==> config.mk <==
export PLATFORM = sky130hd
export DESIGN_NAME = program_memory_loader
export DESIGN_NICKNAME = d
export VERILOG_FILES = /design/src/rtl/program_loader_pkg.sv /design/src/rtl/byte_word_packer.sv /design/src/rtl/program_memory_loader.sv
export SDC_FILE = /design/constraint.sdc
export NUM_CORES = 1
export LEC_CHECK = 0
export CORE_MARGIN = 1
export CORE_UTILIZATION = 35
export DETAILED_ROUTE_END_ITERATION = 10
export PLACE_DENSITY = 0.85
export SKIP_LAST_GASP = 1
export SLEW_MARGIN = 20
export SYNTH_ARGS = -nofsm -noshare
export SYNTH_HDL_FRONTEND = slang
export SYNTH_SLANG_ARGS = --single-unit
==> constraint.sdc <==
create_clock -name clk -period 2.67 [get_ports clk]
set_clock_uncertainty 0.15 [all_clocks]
set_input_delay 0.534 -clock clk [delete_from_list [all_inputs] [get_ports clk]]
set_output_delay 0.534 -clock clk [all_outputs]
set_load 0.02 [all_outputs]
==> src/rtl/program_loader_pkg.sv <==
// Shared definitions for the program memory loader.
//   state_t          : loader FSM encoding (3 bits)
//   BYTES_PER_WORD   : stream bytes packed into one instruction word
//   NOP_INSTRUCTION  : value handed to the CPU whenever fetch does not own memory
package program_loader_pkg;

   typedef enum logic [2:0] {
      IDLE   = 3'd0,
      HEADER = 3'd1,
      LOAD   = 3'd2,
      WRITE  = 3'd3,
      RUN    = 3'd4,
      ERROR  = 3'd5
   } state_t;

   localparam int          BYTES_PER_WORD  = 4;
   localparam logic [31:0] NOP_INSTRUCTION = 32'h0000_0000;

endpackage

==> src/rtl/byte_word_packer.sv <==
// Packs a byte stream little-endian into 32-bit words.
// Ports:
//   clk        in   system clock, rising edge
//   reset      in   synchronous, active-low reset
//   clear      in   restart packing at byte 0 with an all-zero word
//   byte_en    in   insert byte_in at the current byte index
//   byte_in    in   8-bit data
//   word_out   out  packed word register
//   word_full  out  this cycle's byte_en completes the word
module byte_word_packer
   import program_loader_pkg::*;
(
   input  logic        clk,
   input  logic        reset,
   input  logic        clear,
   input  logic        byte_en,
   input  logic [7:0]  byte_in,
   output logic [31:0] word_out,
   output logic        word_full
);

   logic [1:0]  r_idx;
   logic [31:0] r_word;

   always_ff @(posedge clk) begin
      if (!reset || clear) begin
         r_idx  <= 2'd0;
         r_word <= '0;
      end else if (byte_en) begin
         // byte k lands in bits [8k+7:8k]
         r_word[{r_idx, 3'b000} +: 8] <= byte_in;
         r_idx                        <= r_idx + 2'd1;
      end
   end

   assign word_out  = r_word;
   assign word_full = byte_en && (r_idx == 2'(BYTES_PER_WORD - 1));

endmodule

==> src/rtl/program_memory_loader.sv <==
// Boot-time loader for a writable program memory.
// Receives a header byte N followed by 4*N program bytes (valid/ready),
// writes N words sequentially from address 0, then releases the CPU and
// hands the memory address port to instruction fetch.
// Handshake: a byte transfers on a rising edge where byte_valid && byte_ready;
// byte_ready is decoded from state only and never looks at byte_valid.
// Ports:
//   clk, reset (sync, active-low)      start        : request a (re)load
//   byte_in/byte_valid/byte_ready      : program byte stream
//   cpu_address/cpu_instruction/cpu_stall : fetch interface
//   mem_we/mem_address/mem_wdata/mem_rdata : single-port program memory
//   load_done/load_error/words_loaded  : status
//   dbg_state                          : current FSM state for observation
module program_memory_loader
   import program_loader_pkg::*;
#(
   parameter int MEMORY_DEPTH = 32,
   parameter int DATA_WIDTH   = 32,
   parameter int ADDR_WIDTH   = 5
) (
   input  logic                  clk,
   input  logic                  reset,
   input  logic                  start,
   input  logic [7:0]            byte_in,
   input  logic                  byte_valid,
   output logic                  byte_ready,
   input  logic [DATA_WIDTH-1:0] cpu_address,
   output logic [DATA_WIDTH-1:0] cpu_instruction,
   output logic                  cpu_stall,
   output logic                  mem_we,
   output logic [ADDR_WIDTH-1:0] mem_address,
   output logic [DATA_WIDTH-1:0] mem_wdata,
   input  logic [DATA_WIDTH-1:0] mem_rdata,
   output logic                  load_done,
   output logic                  load_error,
   output logic [ADDR_WIDTH:0]   words_loaded,
   output logic [2:0]            dbg_state
);

   state_t              r_state;
   state_t              w_next;
   logic [7:0]          r_n;
   logic [ADDR_WIDTH:0] r_words_loaded;

   logic                w_fire;
   logic                w_hdr_ok;
   logic                w_clear;
   logic                w_byte_en;
   logic [31:0]         w_word;
   logic                w_word_full;
   logic [ADDR_WIDTH:0] w_words_inc;
   logic                w_unused_pc;

   // Only the word-index bits of the PC select memory; the rest wrap.
   assign w_unused_pc = ^{cpu_address[DATA_WIDTH-1:ADDR_WIDTH+2], cpu_address[1:0]};

   assign w_fire      = byte_valid && byte_ready;
   assign w_hdr_ok    = (byte_in != 8'd0) && (byte_in <= 8'(MEMORY_DEPTH));
   assign w_clear     = (r_state == HEADER) && w_fire;
   assign w_byte_en   = (r_state == LOAD) && w_fire;
   assign w_words_inc = r_words_loaded + {{ADDR_WIDTH{1'b0}}, 1'b1};

   byte_word_packer u_packer (
      .clk       (clk),
      .reset     (reset),
      .clear     (w_clear),
      .byte_en   (w_byte_en),
      .byte_in   (byte_in),
      .word_out  (w_word),
      .word_full (w_word_full)
   );

   always_ff @(posedge clk) begin
      if (!reset) begin
         r_state        <= IDLE;
         r_n            <= 8'd0;
         r_words_loaded <= '0;
      end else begin
         r_state <= w_next;
         if (w_clear && w_hdr_ok) begin
            r_n            <= byte_in;
            r_words_loaded <= '0;
         end else if (r_state == WRITE) begin
            r_words_loaded <= w_words_inc;
         end
      end
   end

   always_comb begin
      w_next          = r_state;
      byte_ready      = 1'b0;
      mem_we          = 1'b0;
      mem_address     = '0;
      mem_wdata       = '0;
      cpu_instruction = NOP_INSTRUCTION;
      cpu_stall       = 1'b1;
      load_done       = 1'b0;
      load_error      = 1'b0;
      case (r_state)
         IDLE: begin
            if (start) w_next = HEADER;
         end
         HEADER: begin
            byte_ready = 1'b1;
            if (w_fire) w_next = w_hdr_ok ? LOAD : ERROR;
         end
         LOAD: begin
            byte_ready = 1'b1;
            if (w_word_full) w_next = WRITE;
         end
         WRITE: begin
            mem_we      = 1'b1;
            mem_address = r_words_loaded[ADDR_WIDTH-1:0];
            mem_wdata   = w_word;
            w_next      = (8'(w_words_inc) == r_n) ? RUN : LOAD;
         end
         RUN: begin
            cpu_stall       = 1'b0;
            load_done       = 1'b1;
            mem_address     = cpu_address[ADDR_WIDTH+1:2];
            cpu_instruction = mem_rdata;
            if (start) w_next = HEADER;
         end
         ERROR: begin
            load_error = 1'b1;
            if (start) w_next = HEADER;
         end
         default: w_next = IDLE;
      endcase
   end

   assign words_loaded = r_words_loaded;
   assign dbg_state    = r_state;

endmodule

=== Word level (Yosys, flattened, before mapping) ===
Cells that the tools add are included.

* Add/sub/neg operators: 3
* $lt $le $gt $ge: 1
* Equal/unequal tests: 10
* Shift operators: 2
* Multiplexer cells: 15
* Bitwise logic cells: 1
* Reduce and logical (&&, ||, !) cells: 14

{| class="wikitable"
|+ Operators with widths
! kind !! number
|-
| $mux W32 || 2
|-
| $bwmux W32 || 1
|-
| $shift A8 B7 Y32 const A || 1
|-
| $shiftx A8 B7 Y32 || 1
|-
| $mux W3 || 5
|-
| $pmux W3 S4 || 1
|-
| $pmux W5 S2 || 1
|-
| $eq A6 B8 Y1 || 1
|-
| $le A8 B6 Y1 const B || 1
|-
| $reduce_bool A8 Y1 || 1
|-
| $neg A5 Y7 || 1
|-
| $add A6 B1 Y6 const B || 1
|-
| $eq A3 B2 Y1 const B || 2
|-
| $eq A3 B3 Y1 const B || 2
|-
| $logic_and A1 B1 Y1 || 6
|-
| $mux W1 || 5
|-
| $ne A2 B1 Y1 const B || 2
|-
| $reduce_or A2 Y1 || 2
|-
| $eq A3 B1 Y1 const B || 1
|-
| $logic_not A3 Y1 || 1
|-
| $reduce_and A3 Y1 || 1
|-
| $reduce_or A3 Y1 || 1
|-
| $add A2 B1 Y2 const B || 1
|-
| $eq A2 B2 Y1 const B || 1
|-
| other kinds (4) || 4
|}

* Bits in registers: 51
* Output and inout bits: 83
* Word-level logic and storage cells: 51

=== Depth between registers and ports, before layout ===
* Depth after elaboration: 8
* Gate-level depth with buffers: 7

=== Cells and area by module ===
Synthesis repeated with hierarchy kept, for this count alone.

* Cell total of the unflattened synthesis: 334
* Area total of the unflattened synthesis: 2807.7 um^2

{| class="wikitable"
|+ Modules (own cells, without submodules)
! module !! instances !! cells each !! area an instance (um^2)
|-
| program_memory_loader || 1 || 193 || 1456.4
|-
| byte_word_packer || 1 || 141 || 1351.3
|}

=== Least setup slack after synthesis ===
OpenSTA, ideal clock, no wires.

* Path kind: reg2out
* Start point: register r_state[2] (netlist: dbg_state[2])
* End point: output port cpu_instruction[24]
* Arrival: 1856 ps
* Setup slack: 130 ps
* Cell stages (with the launch flop): 6
* Path buffers: 3
* Cell sequence: dfxtp_1 > clkbuf_1 > and3_1 > clkbuf_1 > clkbuf_1 > and2_1

* Word-level cells in the longest chain between the ends: 2

{| class="wikitable"
|+ RTL lines
! what !! line !! text
|-
| from (decl) || program_memory_loader.sv:40 || <nowiki>state_t r_state;</nowiki>
|-
| from (signal assigned) || program_memory_loader.sv:79 || <nowiki>r_state <= w_next;</nowiki>
|-
| $eq A3 B3 Y1 || program_memory_loader.sv:99 || <nowiki>case (r_state)</nowiki>
|-
| $mux W32 || program_memory_loader.sv:99 ||
|-
| to (decl) || program_memory_loader.sv:28 || <nowiki>output logic [DATA_WIDTH-1:0] cpu_instruction,</nowiki>
|}

No other way between the ends.

=== Final worst setup path ===
* Start point: register r_state[0] (netlist: dbg_state[0])
* End point: output port cpu_instruction[28]

The elaborated chain is that of the path after synthesis.

==> impl_metrics.py <==
metrics = {
    "status": {
        "status": "finished clean",
    },
    "floorplan": {
        "io-pin-count": 159,
        "die_area_sq_mm": 0.008351,
        "start_util_pct": 36.19,
        "rows": 32,
        "die_h_um": 91.39,
        "core_area_sq_mm": 0.007727,
        "die_w_um": 91.39,
    },
    "global_routing": {
        "grt_pass1_vias": 2780,
        "grt_pass1_wl_um": 13350,
        "gr-usage-all-layers_pct": 19.94,
        "antenna_found_initial": 0,
        "grt-ovfl-total": 0,
        "grt_max_degree": 45,
    },
    "detailed_routing": {
        "drt_first_pass_iters": 4,
        "num_vias": 2985,
        "ant_nets": 0,
        "drt-initial-drc-count": 153,
        "wl_per_cell_um": 14.58,
        "drc": 0,
        "vias_per_cell": 5.042,
        "routed_wl_um": 8634,
    },
    "synthesis": {
        "syn_area_per_cell_sq_um": 7.811,
        "synth.distinct_cells": 48,
        "ys_ff_latch": 51,
        "ys_warn_count": 0,
        "syn_nets": 440,
        "ys.flop_type": "dfxtp_1",
        "netlist_instances": 358,
        "synth_area_sq_mm": 0.002796,
        "seq_area_frac_synth_pct": 36.51,
        "synth_edf_count": 0,
        "async_flop_share_pct": 0,
    },
    "finish": {
        "final_common_cell": "clkdlybuf4s50_1",
        "final_cell_area_sq_mm": 0.004543,
        "fill_cells": 681,
        "layout_common_cells": "clkdlybuf4s50_1 (82), and2_1 (66), dfxtp_1 (50)",
        "antennaDiodeCount": 0,
        "area_growth_pct": 62.46,
        "layout-drive-gt1-share_pct": 7.347,
        "fin_nets": 571,
        "fin_cells": 592,
        "final_util_pct": 58.79,
    },
    "place": {
        "port_buffers": 131,
        "dpl.cell_count": 584,
        "dpl_cell_area_sq_mm": 0.004298,
        "dp_hpwl_um": 6288,
        "place_ws_ps": 45.69,
        "gp_congestion": 0.8673,
    },
    "power": {
        "leakage_nw": 2.511,
        "powerDensity_mw_per_mm2": 346.6,
        "ir_drop_mv": 0.2981,
        "fin_total_pwr_mw": 1.575,
    },
    "worst_setup_path": {
        "crit_chain": "inv_1, and3_1, buf_12, and2_1, clkdlybuf4s50_1",
        "reg2reg_to": "dbg_state[1]$_SDFFE_PN0P_",
        "cp-end-kind": "output port",
        "critPathLaunchType": "register",
        "reg2reg_slack_ps": 610,
        "critical-path-slowest-cell": "clkdlybuf4s50_1",
        "worstSetupPathType": "register to output port",
        "rr_worst_depth": 6,
        "slowest_delay_ps": 590,
        "r2r_start": "words_loaded[0]$_SDFFE_PP0P_",
        "critPathRequiredTime_ps": 1990,
        "crit_arrival_ps": 1920,
        "path_max_fanout": 39,
    },
    "clocking": {
        "postCtsSetupRepairBufs": 0,
        "insertion_delay_ps": 310,
        "cts_hold_buf": 0,
        "clockBufferDepth": 2,
        "clock-root-buffer": "clkbuf_8",
        "clkTransAtPathRegs_ps": 100,
        "cts_tree": "yes",
        "clock-sinks": 51,
        "cts-buffers-inserted": 5,
        "htree_num_levels": 2,
    },
    "timing": {
        "fin_crit_sh_pct": 97.52,
        "setup_violations": 0,
        "setup_slack_ps": 66.11,
        "hold_viol": 0,
        "maxSlewHeadroom_pct": 69.41,
        "fin_hold_ws_ps": 302.9,
        "slew_violations": 0,
        "tightest_slew_ps": 456.9,
        "fin_crit_ps": 2604,
        "max_freq_ghz": 0.3840,
        "totalNegativeSetupSlack_ps": 0,
    },
    "hold_path": {
        "min-delay-path-class": "register to register",
        "min-delay-start": "u_packer.word_out[24]$_SDFFE_PP0P_",
        "hold_depth": 2,
        "hold-path-endpoint": "u_packer.word_out[24]$_SDFFE_PP0P_",
    },
    "run": {
        "cap_violations": 0,
    },
}
==> critical path, delay by kind of cell (launching register included) <==
kind          cells  cell delay, ps
simple gates      2             360
flops             1             370
buf+inv           3             880
==> cells by family (layout without fill, tap and decap cells) <==
family | after synthesis | after routing | share of synthesized area [%]
xor gates and xnor gates | 10 | 10 | 3.132
AOI/OAI and AO/OA | 63 | 63 | 14.09
DFF | 51 | 51 | 36.51
and+or+nand+nor | 195 | 195 | 38.52
muxes | 1 | 1 | 0.3580
buffers and inverters | 32 | 164 | 4.698
adders and majority gates | 6 | 6 | 2.684
==> worst max-delay path by stage <==
stage	cells after the start	start	to	slack [ps]
floorplan	5	dbg_state[2]$_SDFFE_PN0P_	cpu_instruction[24]	130
global placement	6	byte_in[1]	words_loaded[2]$_SDFFE_PP0P_	100
detailed placement	6	byte_in[1]	dbg_state[1]$_SDFFE_PN0P_	50
CTS	5	dbg_state[0]$_SDFFE_PN0P_	cpu_instruction[29]	20
global route	5	dbg_state[0]$_SDFFE_PN0P_	cpu_instruction[28]	-0.9
finish	5	dbg_state[0]$_SDFFE_PN0P_	cpu_instruction[28]	70
==> cells in the mapped netlist, drive strengths merged (2+ instances only) <==
cell	count	area [sq um]
nor2	22	82.58
xor2	4	35.03
nor4b	2	32.53
ha	6	75.07
nor4	2	12.51
nand2	43	163.9
a22oi	8	60.06
nand4	4	40.04
and2	67	419.2
or3	2	17.52
a22o	4	35.03
dfxtp	51	1021
clkbuf	20	75.07
nor2b	2	12.51
nor3	2	10.01
and3	5	31.28
o211ai	2	15.01
nand3	33	165.2
nand2b	2	12.51
inv	6	22.52
xnor2	6	52.55
nor3b	4	30.03
o211a	2	20.02
a21oi	28	140.1
o21ai	12	63.81
buf	6	33.78
==> final cells by class <==
class,count,area [sq um],share of cell area (%)
Clock buffer,6,82.58,1.818
Clock inverter,2,38.79,0.8538
Tap cell,102,127.6,2.809
Inverter,6,22.52,0.4957
Sequential cell,51,1022,22.50
Multi-Input combinational cell,275,1648,36.27
Timing Repair Buffer,150,1602,35.25
==> layer usage <==
metal	global-route usage (%)	share of wire (%)	up-vias
met2	38.03	52	143
met1	22.42	40	1364
met3	4.104	7.9	7
met4	4.497	0.51	0
met5	0	0	-
li1	-	-	1471
==> what timing repair did <==
item,4_1_cts,5_1_grt
endpoints found under the setup margin,48,49
hold endpoints to repair,0,0
gates resized for setup,1,49
==> sequential cells by signal, summed over array words and instances (netlist names) <==
name,flops
u_packer.r_idx,2
dbg_state,3
r_n,8
words_loaded,6
u_packer.word_out,32
==> report_power, final <==
part / leakage (nW) / internal [mW] / switching, mW
Clock: 0.0618 / 0.309 / 0.274
Sequential: 0.411 / 0.764 / 0.00476
Combinational: 2.04 / 0.122 / 0.102
Power figures use the tool's default switching activity.
